<file path="src/rtl/fp_pkg.sv">
// Shared widths, field helpers and stage bundles
// for the pipelined floating-point add/sub lanes.
package fp_pkg;

  localparam int EXP_BITS  = 5;
  localparam int MANT_BITS = 6;
  localparam int W    = 1 + EXP_BITS + MANT_BITS;
  localparam int MW   = MANT_BITS + 1;
  localparam int XW   = MW + 3;
  localparam int SW   = XW + 1;
  localparam int LZW  = $clog2(SW);
  localparam int EW   = EXP_BITS + 3;
  localparam int EMAX = 2**EXP_BITS - 1;

  function automatic int bias();
    return 2**(EXP_BITS-1) - 1;
  endfunction

  function automatic logic f_sign(
    input logic [W-1:0] x
  );
    return x[W-1];
  endfunction

  function automatic logic [EXP_BITS-1:0] f_exp(
    input logic [W-1:0] x
  );
    return x[W-2 -: EXP_BITS];
  endfunction

  function automatic logic [MANT_BITS-1:0] f_mant(
    input logic [W-1:0] x
  );
    return x[MANT_BITS-1:0];
  endfunction

  typedef struct packed {
    logic                sign_l;
    logic                sign_s;
    logic [EXP_BITS-1:0] exp;
    logic [XW-1:0]       mant_l;
    logic [XW-1:0]       mant_s;
  } align_t;

  typedef struct packed {
    logic                sign;
    logic [EXP_BITS-1:0] exp;
    logic [SW-1:0]       sum;
  } add_t;

endpackage

</file>
<file path="src/rtl/fp_add_lane.sv">
// One lane: align, add, normalise/round.
// All three registers advance together on en.
module fp_add_lane
  import fp_pkg::*;
(
  input  logic         clk,
  input  logic         rst,
  input  logic         en,
  input  logic [W-1:0] a,
  input  logic [W-1:0] b,
  input  logic         sub,
  output logic [W-1:0] y,
  output logic         ovf
);

  align_t s1_d, s1_q;
  add_t   s2_d, s2_q;
  logic [W-1:0] y_d;
  logic         ovf_d;

  logic za, zb, sa, sb, a_ge;
  logic [EXP_BITS-1:0] ea, eb, el, es, d;
  logic [MW-1:0] ma, mb, ml, ms;
  logic [XW-2:0] ext;
  logic [2*(XW-1)-1:0] full;

  always_comb begin
    za   = f_exp(a) == '0;
    zb   = f_exp(b) == '0;
    ea   = f_exp(a);
    eb   = f_exp(b);
    ma   = za ? '0 : {1'b1, f_mant(a)};
    mb   = zb ? '0 : {1'b1, f_mant(b)};
    sa   = f_sign(a);
    sb   = f_sign(b) ^ sub;
    a_ge = {ea, ma} >= {eb, mb};
    el   = a_ge ? ea : eb;
    es   = a_ge ? eb : ea;
    ml   = a_ge ? ma : mb;
    ms   = a_ge ? mb : ma;
    d    = el - es;
    ext  = {ms, 2'b00};
    full = {ext, {(XW-1){1'b0}}} >> d;
    s1_d.sign_l = a_ge ? sa : sb;
    s1_d.sign_s = a_ge ? sb : sa;
    s1_d.exp    = el;
    s1_d.mant_l = {ml, 3'b000};
    // far-apart operands collapse into the sticky bit
    if (int'(d) >= MANT_BITS + 3)
      s1_d.mant_s = {{(XW-1){1'b0}}, |ms};
    else
      s1_d.mant_s = {full[2*(XW-1)-1 -: XW-1],
                     |full[XW-2:0]};
  end

  always_comb begin
    s2_d.exp = s1_q.exp;
    if (s1_q.sign_l == s1_q.sign_s)
      s2_d.sum = {1'b0, s1_q.mant_l}
               + {1'b0, s1_q.mant_s};
    else
      s2_d.sum = {1'b0, s1_q.mant_l}
               - {1'b0, s1_q.mant_s};
    // a zero sum is negative only for (-0)+(-0)
    if (s2_d.sum == '0)
      s2_d.sign = s1_q.sign_l & s1_q.sign_s;
    else
      s2_d.sign = s1_q.sign_l;
  end

  logic [LZW-1:0] lz;
  logic lead, g, st, up;
  logic [SW-2:0] n;
  logic [MANT_BITS-1:0] mant;
  logic [MANT_BITS:0] mr;
  logic signed [EW-1:0] e_pre, e_fin;

  always_comb begin
    lz = '0;
    for (int i = 0; i < SW; i++)
      if (s2_q.sum[i]) lz = LZW'(SW - 1 - i);
    {lead, n} = s2_q.sum << lz;
    mant  = n[SW-2 -: MANT_BITS];
    g     = n[SW-2-MANT_BITS];
    st    = |n[SW-3-MANT_BITS:0];
    up    = g & (st | mant[0]);
    mr    = {1'b0, mant} + (MANT_BITS+1)'(up);
    e_pre = EW'(s2_q.exp) + EW'(1) - EW'(lz);
    e_fin = e_pre + EW'(mr[MANT_BITS]);
    y_d   = {s2_q.sign, {(W-1){1'b0}}};
    ovf_d = 1'b0;
    if (!lead || e_pre[EW-1] || e_pre == '0) begin
      y_d = {s2_q.sign, {(W-1){1'b0}}};
    end else if ($unsigned(e_fin) > EW'(EMAX)) begin
      y_d   = {s2_q.sign, {(W-1){1'b1}}};
      ovf_d = 1'b1;
    end else begin
      y_d = {s2_q.sign, e_fin[EXP_BITS-1:0],
             mr[MANT_BITS-1:0]};
    end
  end

  always_ff @(posedge clk) begin
    if (rst) begin
      s1_q <= '0;
      s2_q <= '0;
      y    <= '0;
      ovf  <= 1'b0;
    end else if (en) begin
      s1_q <= s1_d;
      s2_q <= s2_d;
      y    <= y_d;
      ovf  <= ovf_d;
    end
  end

endmodule

</file>
<file path="src/rtl/fp_vector_addsub.sv">
// LANES-wide 3-stage FP add/sub with valid/ready.
// Stages never collapse bubbles; en stalls all.
module fp_vector_addsub
  import fp_pkg::*;
#(
  parameter int LANES = 4
) (
  input  logic               clk,
  input  logic               rst,
  input  logic               in_valid,
  output logic               in_ready,
  input  logic               in_sub,
  input  logic [LANES*W-1:0] a_vec,
  input  logic [LANES*W-1:0] b_vec,
  output logic               out_valid,
  input  logic               out_ready,
  output logic [LANES*W-1:0] out_vec,
  output logic [LANES-1:0]   out_ovf
);

  logic en, v1, v2;

  assign en       = ~out_valid | out_ready;
  assign in_ready = en;

  always_ff @(posedge clk) begin
    if (rst) begin
      v1        <= 1'b0;
      v2        <= 1'b0;
      out_valid <= 1'b0;
    end else if (en) begin
      v1        <= in_valid;
      v2        <= v1;
      out_valid <= v2;
    end
  end

  for (genvar i = 0; i < LANES; i++) begin : g_lane
    fp_add_lane u_lane (
      .clk (clk),
      .rst (rst),
      .en  (en),
      .a   (a_vec[i*W +: W]),
      .b   (b_vec[i*W +: W]),
      .sub (in_sub),
      .y   (out_vec[i*W +: W]),
      .ovf (out_ovf[i])
    );
  end

endmodule

</file>
<file path="config.mk">
export PLATFORM = sky130hd
export DESIGN_NAME = fp_vector_addsub
export DESIGN_NICKNAME = d
export VERILOG_FILES = /design/src/rtl/fp_pkg.sv /design/src/rtl/fp_add_lane.sv /design/src/rtl/fp_vector_addsub.sv
export SDC_FILE = /design/constraint.sdc
export NUM_CORES = 1
export LEC_CHECK = 0
export BUFFER_PORTS_ARGS = -buffer_cell sky130_fd_sc_hd__buf_4
export CAP_MARGIN = 5
export CORE_MARGIN = 4
export CORE_UTILIZATION = 45
export DETAILED_ROUTE_END_ITERATION = 12
export GPL_ROUTABILITY_DRIVEN = 1
export HOLD_SLACK_MARGIN = 0.05
export PLACE_DENSITY_LB_ADDON = 0.15
export SLEW_MARGIN = 10
export SYNTH_ARGS = -nofsm -noshare
export SYNTH_HDL_FRONTEND = slang
export SYNTH_HIERARCHICAL = 1
export SYNTH_SLANG_ARGS = --single-unit
</file>
<file path="constraint.sdc">
create_clock -name clk -period 5.6 [get_ports clk]
set_clock_uncertainty 0.15 [all_clocks]
set_input_delay 0.56 -clock clk [delete_from_list [all_inputs] [get_ports clk]]
set_output_delay 0.56 -clock clk [all_outputs]
set_load 0.005 [all_outputs]
</file>
* Word-level counts from Yosys, hierarchy flattened
Cells that the tools add are included.
** Storage, ports and cells
- Bits in registers :: 219
- Input bits :: 101
- Output and inout bits :: 54
- Word-level logic and storage cells :: 257
** Cells by class
- $add $sub $neg :: 28
- $lt $le $gt $ge :: 12
- Equality and inequality tests :: 4
- Shifts and indexed selects :: 8
- Muxes and demuxes :: 104
- Bitwise gates (word level) :: 18
- Reduce and logical (&&, ||, !) cells :: 40
** Operators by type and width (count)
- two-way mux 4 bit :: 44
- two-way mux 11 bit :: 12
- two-way mux 7 bit :: 16
- right shift 18 x 5 -> 18 bit :: 4
- >= comparator 12 bit :: 4
- adder 10 x 10 -> 11 bit :: 4
- logical NOT 11 bit :: 4
- left shift 11 x 4 -> 11 bit :: 4
- subtractor 10 x 10 -> 11 bit :: 4
- logical NOT 5 bit :: 8
- two-way mux 10 bit :: 4
- two-way mux 5 bit :: 8
- OR reduction 9 bit :: 4
- adder 8 x 1 -> 8 bit :: 4
- > comparator 8 x 5 -> 1 bit, second input constant :: 4
- logical NOT 8 bit :: 4
- subtractor 8 x 4 -> 8 bit :: 4
- adder 6 x 1 -> 7 bit :: 4
- OR reduction 7 bit :: 4
- adder 5 x 1 -> 6 bit, second input constant :: 4
- >= comparator 5 x 4 -> 1 bit, second input constant :: 4
- two-way mux 1 bit :: 20
- subtractor 5 bit :: 4
- OR reduction 3 bit :: 4
- 7 further kinds :: 34

* Longest topological paths before layout
Gate-level depths: netlist of the first run.
- Depth in word-level cells :: 20
- Mapped depth :: 26
- Gate-level depth less buffers :: 21

* Cells and area by module
The synthesis of the first run kept the hierarchy.
** Modules (own cells, without submodules)
- fp_add_lane at g_lane[0].u_lane ... :: times used 3, cells an instance 630, area an instance 4884.7 µm², seq. area each 1081.0 µm²
- fp_add_lane at g_lane[3].u_lane :: times used 1, cells an instance 616, area an instance 4743.3 µm², seq. area each 1081.0 µm²
- fp_vector_addsub :: times used 1, cells an instance 12, area an instance 128.9 µm², seq. area each 60.1 µm²

* Worst setup path after synthesis of the first run
No wires, ideal clock.
- Kind :: input -> register
- From :: input b_vec[7]
- To :: register g_lane[0].u_lane/s1_q[0] in the netlist's numbering
- Library setup time :: 0.130 ns
- Data arrival time :: 5.020 ns
- Data required time :: 5.320 ns
- Setup slack :: 0.301 ns
- Cell stages on the path :: 26
- Buffers on the path :: 5
- Path through :: or4_1 nand2b_1 clkbuf_1 nand2_1 inv_1 ha_1 nand2b_4 a2111oi_4 o311ai_4 a21o_1 buf_2 buf_2 clkbuf_1 nor2_1 a21boi_0 ha_1 clkbuf_1 inv_1 nand2_1 o22ai_1 mux2i_1 o211ai_1 o21ai_0 nand2_1 a211oi_1 a21oi_1
** On the way
- Word-level cells in the longest chain between the ends :: 8
- Elaborated cells between the ends (all ways) :: 12
- Classes of those cells :: 1 x add/sub; 2 x order compare; 1 x shift; 5 x mux; 3 x reduce/logical
** Ends and longest elaborated chain
- start: declaration :: line fp_vector_addsub.sv:14 : input logic [LANES*W-1:0] b_vec,
- logical NOT 5 bit :: line fp_add_lane.sv:29 : zb = f_exp(b) == '0;
- two-way mux 7 bit :: line fp_add_lane.sv:33 : mb = zb ? '0 : {1'b1, f_mant(b)};
- >= comparator 12 bit :: line fp_add_lane.sv:36 : a_ge = {ea, ma} >= {eb, mb};
- two-way mux 5 bit, on equally long branches :: line fp_add_lane.sv:37, fp_add_lane.sv:38
- subtractor 5 bit :: line fp_add_lane.sv:41 : d = el - es;
- right shift 18 x 5 -> 18 bit :: line fp_add_lane.sv:43 : full = {ext, {(XW-1){1'b0}}} >> d;
- OR reduction 9 bit :: line fp_add_lane.sv:53 : |full[XW-2:0]};
- two-way mux 10 bit * :: line fp_add_lane.sv:49 : if (int'(d) >= MANT_BITS + 3)
- end signal: assignment :: line fp_add_lane.sv:105 : s1_q <= '0;
- end signal: assignment :: line fp_add_lane.sv:110 : s1_q <= s1_d;
- end: declaration :: line fp_add_lane.sv:16 : align_t s1_d, s1_q;
Every way passes the cells marked *; elsewhere a longest branch is shown, timed or not.
A chain may end at the register's enable or synchronous reset.

* Worst setup path after layout of the first run
- From :: input b_vec[19]
- To :: register g_lane[1].u_lane/s1_q[0] in the netlist's numbering
** On the way
- Word-level cells in the longest chain between the ends :: 8
- Elaborated cells between the ends (all ways) :: 12
- Classes of those cells :: 1 x add/sub; 2 x order compare; 1 x shift; 5 x mux; 3 x reduce/logical
** Ends and longest elaborated chain (line)
- logical NOT 5 bit :: fp_add_lane.sv:29
- two-way mux 7 bit :: fp_add_lane.sv:33
- >= comparator 12 bit :: fp_add_lane.sv:36
- two-way mux 5 bit, on equally long branches :: fp_add_lane.sv:37, fp_add_lane.sv:38
- subtractor 5 bit :: fp_add_lane.sv:41
- right shift 18 x 5 -> 18 bit :: fp_add_lane.sv:43
- OR reduction 9 bit :: fp_add_lane.sv:53
- two-way mux 10 bit * :: fp_add_lane.sv:49
- end signal: assignment :: fp_add_lane.sv:105
- end signal: assignment :: fp_add_lane.sv:110
- end: declaration :: fp_add_lane.sv:16
Marks and branches as above.

==> impl_metrics.ini, run 1 <==
[finish]
drive_above_1_share_pct = 12.32
nets = 2854
syn_to_final_growth_pct = 12.04
utilization_pct = 50.90
diodes = 0
design_area_um2 = 21880

[clock_tree]
clock_latency_ps = 550
cts_buffer_depth = 3
cts_hold_buf = 0
cts_setup_buffers = 0
cts.sinks = 219
cts_buffers = 28
clk_pin_slew_ps = 60
cts_tree = done
cts-root-buf = clkbuf_16
cts-resized-gates = 0
h-tree-depth = 1

[timing]
post-route-min-period_ps = 4983
holdWs_ps = 142.3
setup_viol = 0
finalSetupTns_ps = 0
maxSlewViolCount = 0
rsz0062_at_grt = no
post-route-period-util_pct = 88.98
hold_viol = 0
worst_pin_slew_ps = 912.7
fmax_mhz = 200.7
slew_headroom_pct = 39.15

[route]
vias_per_cell = 5.657
routed_wl_um = 53290
via_count = 18000
antenna_left = 0
drtPass1Iterations = 5
drtIter0Drc = 1157
drc = 0
wl_per_cell_um = 16.75

[worst_setup_path]
crit_required_ps = 5880
max_stage_delay_ps = 600
worst-path-buf-inv = 3
cp_max_fo = 10
crit_family = simple AND/OR/NAND/NOR gates
end_kind = flip-flop
crit_type = in -> reg
crit_top_cell = nand2_1
path_cells = buf_4 -> or4_1 -> nand2b_1 -> nand2_1 -> inv_1 -> ha_1 -> nand2b_4 -> a2111oi_4 -> o311ai_4 -> a21oi_2 -> or3_4 -> a21boi_0 -> ha_1 -> inv_1 -> nand2_1 -> o22ai_1 -> mux2i_1 -> o211ai_1 -> o21ai_0 -> nand2_1 -> a211oi_1 -> a21oi_1
critPathLaunchType = input port
arrival_ps = 5260
cp_slowest_cell = or4_1

[pwr]
peakVddDrop_v = 0.0002446
power_density_nw_per_um2 = 387.9
p_leak_nw = 9.628

[floorplan]
rows = 76
die_area_um2 = 46790
die_h_um = 216.3
pin_count = 155
die_w_um = 216.3
initial_utilization_pct = 45.43
core_um2 = 42980

[outcome]
status = finished clean

[global_route]
grt_overflow_total = 0
grt_pass1_vias = 17110
antenna_found_initial = 0
grt_max_degree = 142
grt_first_pass_wirelength_um = 88580
track_usage_pct = 22.02

[synthesis]
syn-num-nets = 2795
synth_area_leader_cell = dfxtp_1
synthTopCellsByArea = dfxtp_1 22%, ha_1 11%, mux2i_1 7.5%, nor2_1 5.7%, nand2_1 4.9%
synth_common_cells = 295 x nor2_1, 255 x nand2_1, 219 x dfxtp_1
syn_inst = 2518
synthArstFlopShare_pct = 0
seq_area_frac_synth_pct = 22.45
synth_edf_count = 0
synth.most_common_cell = nor2_1
synth_top_area_share_pct = 22.45
ys_ff_latch = 219
netlist_area_um2 = 19530
ys.flop_type = dfxtp_1
ys_types = 99
postSynthAreaPerCell_um2 = 7.755
ys_warn_count = 6

[place]
place_congestion = 0.8916
port_buffers = 154
dpl_cell_area_um2 = 20930
hpwlAfterDp_um = 40540

[min_path]
min_path_type = in -> reg

[flow_run]
maxCapViolCount = 0
worst min-delay path, stage by stage:
cell	delay (ps)
buf_4	110
nand2b_1	60
mux2i_1	60
path summary, 6_finish.rpt:
kind | depth (start not counted) | endpoint | slack [ps] | start
max reg2reg | 17 | g_lane[3].u_lane/y[10] | 680 | g_lane[3].u_lane/s2_q[1]
min | 3 | v1 | 140 | in_valid
max | 22 | g_lane[1].u_lane/s1_q[0] | 620 | b_vec[19]
min reg2reg | 2 | g_lane[3].u_lane/y[2] | 300 | g_lane[3].u_lane/y[2]
through the flow:
step / cells / power, W / setup WS (ps)
after floorplan: 2518 / 0.005469 / 300.6
after global placement: 3132 / 0.006576 / 252.3
after detailed placement: 3132 / 0.006630 / 168.0
after CTS: 3182 / 0.008524 / 732.0
after global routing: 3182 / 0.009202 / 225.6
final: 3182 / 0.008486 / 616.9
final cells by class:
class                      count  area (um2)
clock buffer                  37       815.8
clock inverter                13       131.4
fill                        4198       21100
inverter                     211       799.5
multi-input combinational   1944       13700
sequential                   219        4384
tap                          585       732.0
timing repair buffer         173        1315
state kept, by name (all words and copies together) (netlist names):
register / cells
g_lane.u_lane/y: 48
out_valid: 1
g_lane.u_lane/s1_q: 96
g_lane.u_lane/s2_q: 68
v2: 1
g_lane.u_lane/ovf: 4
v1: 1
power by group:
part,internal (W),total [W],switching (W)
Sequential,0.00189,0.00222,0.000337
Combinational,0.00191,0.00443,0.00253
Clock,0.00111,0.00183,0.000715
metal layers:
| layer | vias to the layer above | global-route usage [%] | part of all wire [%] |
|---|---|---|---|
| li1 | 9125 | - | - |
| met1 | 8354 | 32.64 | 50 |
| met2 | 447 | 34.40 | 43 |
| met3 | 73 | 2.356 | 4.8 |
| met4 | 0 | 5.270 | 2.1 |
| met5 | - | 0 | 0 |
logic make-up after synthesis:
logic type                 Yosys count  share of synthesized area, %
muxes                              162                         8.747
adders and majority gates          176                         11.59
DFF                                219                         22.45
AOI/OAI and AO/OA                  697                         25.16
buffers and inverters              355                         7.388
and+or+nand+nor                    816                         20.05
xor gates and xnor gates            93                         4.614
placed cells by master, fill, tap and decap left out, types with 39 or more instances in the layout:
| cell | count |
|---|---|
| nor2_1 | 295 |
| nand2_1 | 255 |
| dfxtp_1 | 219 |
| inv_1 | 196 |
| buf_4 | 171 |
| ha_1 | 168 |
| a21oi_1 | 155 |
| mux2i_1 | 147 |
| o21ai_0 | 129 |
| a211oi_1 | 60 |
| xnor2_1 | 60 |
| nand3_1 | 41 |
| nor3_1 | 39 |
Power figures use the tool's default switching activity.
==> inputs of run 2 (changes only) <==
--- a/config.mk
+++ b/config.mk
@@ -18,3 +18,4 @@
 export SYNTH_HDL_FRONTEND = slang
 export SYNTH_HIERARCHICAL = 1
 export SYNTH_SLANG_ARGS = --single-unit
+export TNS_END_PERCENT = 1
==> constraint.sdc (replaced) <==
create_clock -name clk -period 5.8 [get_ports clk]
set_clock_uncertainty 0.15 [all_clocks]
set_input_delay 0.58 -clock clk [delete_from_list [all_inputs] [get_ports clk]]
set_output_delay 0.58 -clock clk [all_outputs]
set_load 0.005 [all_outputs]
==> impl_metrics.ini, run 2 (synthesis results as in run 1) <==
[finish]
diodes = 0
regMostFlops = g_lane.u_lane/s1_q
nets = 2852
syn_to_final_growth_pct = 11.87
largest_reg_flops = 96
layout_common_cells = 295 x nor2_1, 255 x nand2_1, 219 x dfxtp_1
top_regs = g_lane.u_lane/s1_q (96), g_lane.u_lane/s2_q (68), g_lane.u_lane/y (48)
drive_above_1_share_pct = 12.15
final_common_cell = nor2_1

[timing]
setup_viol = 0
post-route-period-util_pct = 86.46
fmax_mhz = 199.4
rsz0062_at_grt = no
postLayoutSetupSlackWorst_ps = 785.5
maxSlewViolCount = 0
hold_viol = 0
post-route-min-period_ps = 5015
worst_pin_slew_ps = 987.7
finalSetupTns_ps = 0
slew_headroom_pct = 34.15

[route]
drc = 0
vias_per_cell = 5.690
drtIter0Drc = 1387
routed_wl_um = 53740
via_count = 18080
antenna_left = 0
drtPass1Iterations = 7
wl_per_cell_um = 16.91

[global_route]
grt_overflow_total = 0
antenna_found_initial = 0
grt_pass1_vias = 17190
grt_max_degree = 141
track_usage_pct = 22.13
grt_first_pass_wirelength_um = 89110

[pwr]
peakVddDrop_v = 0.0001682
switching_share_pct = 42.17
p_total_w = 0.008209
combPwrFrac_pct = 52.3
p_int_w = 0.004747
p_switching_w = 0.003462
p_clk_share_pct = 21.6
p_leak_nw = 9.608
p_seq_share_pct = 26.1
power_density_nw_per_um2 = 375.8

[clock_tree]
cts_buffer_depth = 3
clk_pin_slew_ps = 60
cts-resized-gates = 0
cts_tree = done
cts_setup_buffers = 0
cts_hold_buf = 0
cts_buffers = 27
cts-root-buf = clkbuf_16
cts.sinks = 219
clock_latency_ps = 540
h-tree-depth = 1

[floorplan]
core_um2 = 42980
die_w_um = 216.3
pin_count = 155
die_area_um2 = 46790
initial_utilization_pct = 45.43
rows = 76
die_h_um = 216.3

[place]
place_ws_ps = 373.7
place_congestion = 0.9115
port_buffers = 154
hpwlAfterDp_um = 40510

[outcome]
status = finished clean

[worst_setup_path]
crit_type = in -> reg
crit_required_ps = 6060
arrival_ps = 5270
critPathLaunchType = input port
end_kind = flip-flop
cp_max_fo = 10

[flow_run]
maxCapViolCount = 0

[min_path]
min_path_type = in -> reg
[run 2: changes by cell type in the layout (fill, tap and decap cells not counted)]
cell       change
inv_6          -1
buf_4          -1
clkinv_4       -2
clkbuf_1       +1
clkbuf_16      -2
bufinv_16      +2
clkbuf_8       -1
[run 2: final timing paths]
path | slack (ps) | start | cells after the start | to
worst min-delay path | 190 | in_valid | 3 | v1
worst min register to register | 290 | g_lane[3].u_lane/y[2] | 2 | g_lane[3].u_lane/y[2]
worst max-delay path | 790 | b_vec[19] | 21 | g_lane[1].u_lane/s1_q[0]
worst max register to register | 880 | g_lane[3].u_lane/s2_q[2] | 16 | g_lane[3].u_lane/y[10]
[run 2: area by class of cell]
| type | instances | area (um2) |
|---|---|---|
| Fill cell | 4239 | 21140 |
| Multi-Input combinational cell | 1944 | 13700 |
| Sequential cell | 219 | 4384 |
| Timing Repair Buffer | 172 | 1308 |
| Inverter | 211 | 799.5 |
| Clock buffer | 35 | 755.7 |
| Tap cell | 585 | 732.0 |
| Clock inverter | 12 | 165.2 |
[run 2: power by group through the flow]
stage               combinational (W)  clock (W)  sequential (W)
CTS                           0.00427    0.00182         0.00214
floorplan                     0.00324          0         0.00204
global placement              0.00418          0         0.00216
finish                        0.00429    0.00177         0.00215
detailed placement            0.00423          0         0.00217
global route                  0.00481    0.00188         0.00219
[run 2: layer usage]
metal	up-vias	GRT usage (%)	part of all wire [%]
met5	-	0	0
met1	8493	33.08	51
met3	63	2.440	4.8
met2	427	34.52	43
met4	0	4.608	1.7
li1	9101	-	-
[run 2: per-stage QoR]
stage | utilization, % | hold slack, ps | instance area [um2] | cells
6_report | 50.82 | 186.8 | 21840 | 3178
5_1_grt | 50.82 | 165.2 | 21840 | 3178
4_1_cts | 50.82 | 149.5 | 21840 | 3178
3_5_place_dp | 48.68 | 289.3 | 20920 | 3131
3_3_place_gp | 48.68 | 281.4 | 20920 | 3131
2_1_floorplan | - | 276.4 | 19530 | 2518
[run 2: worst max-delay path: stages]
cell,delay [ps]
buf_4,120
or4_1,610
nand2b_1,360
nand2_1,220
inv_1,80
ha_1,280
nand2b_4,120
a2111oi_4,80
o311ai_4,360
a21oi_2,110
or3_4,350
a21boi_0,140
ha_1,460
inv_1,190
nor2_1,210
a221oi_1,120
o22ai_1,130
o21bai_1,200
nand4_1,150
o41ai_1,300
a21oi_1,100
==> inputs of run 3 (changes only) <==
--- a/config.mk
+++ b/config.mk
@@ -13,6 +13,7 @@
 export GPL_ROUTABILITY_DRIVEN = 1
 export HOLD_SLACK_MARGIN = 0.05
 export PLACE_DENSITY_LB_ADDON = 0.15
+export REMOVE_ABC_BUFFERS = 1
 export SLEW_MARGIN = 10
 export SYNTH_ARGS = -nofsm -noshare
 export SYNTH_HDL_FRONTEND = slang
==> constraint.sdc (replaced) <==
create_clock -name clk -period 5.75 [get_ports clk]
set_clock_uncertainty 0.15 [all_clocks]
set_input_delay 0.575 -clock clk [delete_from_list [all_inputs] [get_ports clk]]
set_output_delay 0.575 -clock clk [all_outputs]
set_load 0.005 [all_outputs]
==> impl_metrics.ini, run 3 (synthesis results as in run 1) <==
[floorplan]
pin_count = 155
die_area_um2 = 46790
core_um2 = 42980
rows = 76
initial_utilization_pct = 45.43
die_w_um = 216.3
die_h_um = 216.3

[global_route]
grt_first_pass_wirelength_um = 86060
grt_overflow_total = 0
top_usage_layer = met2
antenna_found_initial = 0
gr-usage-met3_pct = 2.398
grt_max_degree = 164
track_usage_pct = 21.25
grt_pass1_vias = 17290
globalRouteMet2Util_pct = 35.84
use_met1_pct = 29.47

[timing]
setup_viol = 0
worst_pin_slew_ps = 895.5
fmax_mhz = 200.1
hold_viol = 0
post-route-period-util_pct = 86.89
post-route-min-period_ps = 4996
maxSlewViolCount = 0
slew_headroom_pct = 40.02
finalSetupTns_ps = 0
rsz0062_at_grt = no

[finish]
fillers = 4205
final_common_cell = nor2_1
largest_reg_flops = 96
design_area_um2 = 21910
diodes = 0
syn_to_final_growth_pct = 12.21
layout_common_cells = 295 x nor2_1, 255 x nand2_1, 219 x dfxtp_1
top_regs = g_lane.u_lane/s1_q (96), g_lane.u_lane/s2_q (68), g_lane.u_lane/y (48)
drive_above_1_share_pct = 12.29
nets = 2853
regMostFlops = g_lane.u_lane/s1_q

[place]
place_congestion = 0.9141
hpwlAfterDp_um = 39070
dpl_cell_area_um2 = 20930
port_buffers = 154

[route]
wl_per_cell_um = 16.28
drtPass1Iterations = 5
antenna_left = 0
via_count = 17950
drc = 0
routed_wl_um = 51790
drtIter0Drc = 1035
vias_per_cell = 5.644

[worst_setup_path]
max_stage_delay_ps = 670
crit_family = compound AO/OA/AOI/OAI gates
worst-path-buf-inv = 3
path_cells = nor3b_1 -> o311ai_0 -> a211o_1 -> clkinv_1 -> ha_1 -> inv_1 -> ha_1 -> inv_1 -> fa_1 -> xnor2_1 -> nand3b_1 -> xor2_1 -> nor3_1 -> a31oi_1 -> o21ai_0 -> a21oi_1
critPathLaunchType = flip-flop
arrival_ps = 5310
crit_type = reg -> reg
cp_max_fo = 12
end_kind = flip-flop
cp_slowest_cell = a31oi_1
crit_required_ps = 6060

[pwr]
p_clk_share_pct = 22.3
combPwrFrac_pct = 51.9
p_seq_share_pct = 25.8
p_switching_w = 0.003469
peakVddDrop_v = 0.0002258
power_density_nw_per_um2 = 380.5
switching_share_pct = 41.60
p_leak_nw = 9.626
p_int_w = 0.004869

[clock_tree]
cts_buffers = 27
clk_pin_slew_ps = 60
cts-root-buf = clkbuf_16
cts_setup_buffers = 0
cts_tree = done
cts_hold_buf = 0
cts.sinks = 219
cts_buffer_depth = 3
h-tree-depth = 1
clock_latency_ps = 540
cts-resized-gates = 0

[min_path]
min_path_type = in -> reg

[flow_run]
maxCapViolCount = 0

[outcome]
status = finished clean
## run 3: per-stage QoR
stage	util (%)	total power [W]	setup slack, ps	std cells	hold slack (ps)
after global placement	48.70	0.006412	329.8	3132	285.7
after CTS	50.98	0.008396	815.0	3181	133.9
after floorplan	-	0.005209	152.0	2374	276.4
after global routing	50.98	0.009031	321.7	3181	159.3
final	50.98	0.008338	753.5	3181	162.9
after detailed placement	48.70	0.006479	267.1	3132	297.0
## run 3: tightest hold or removal path, delay by kind of cell
kind          cells  cell delay, ps
buf+inv           1             110
mux               1              60
simple gates      1              60
## run 3: final timing paths
path | start | endpoint | slack [ps] | depth (start not counted)
setup / recovery | g_lane[3].u_lane/s2_q[0] | g_lane[3].u_lane/y[8] | 750 | 16
hold / removal | in_valid | v1 | 160 | 3
setup reg to reg | g_lane[3].u_lane/s2_q[0] | g_lane[3].u_lane/y[8] | 750 | 16
hold reg to reg | g_lane[3].u_lane/y[2] | g_lane[3].u_lane/y[2] | 300 | 2
## run 3: layer usage
layer  vias up  share of wire [%]
met3        61                3.6
met4         0                1.8
met5         -                  0
met2       317                 46
met1      8473                 48
li1       9103                  -
## run 3: area by class of cell
type                       count  area [um2]  share of cell area, %
sequential                   219        4384                  20.01
multi-input combinational   1944       13700                  62.53
clock buffer                  32       724.4                  3.306
tap                          585       732.0                  3.341
clock inverter                17       255.2                  1.165
inverter                     211       799.5                  3.649
timing repair buffer         173        1315                  6.002
## run 3: power groups by stage
stage / registers (W) / clock network [W] / logic (W)
floorplan: 0.00211 / 0 / 0.00310
global placement: 0.00217 / 0 / 0.00424
detailed placement: 0.00218 / 0 / 0.00430
CTS: 0.00215 / 0.00192 / 0.00433
global route: 0.00220 / 0.00199 / 0.00484
finish: 0.00215 / 0.00186 / 0.00433
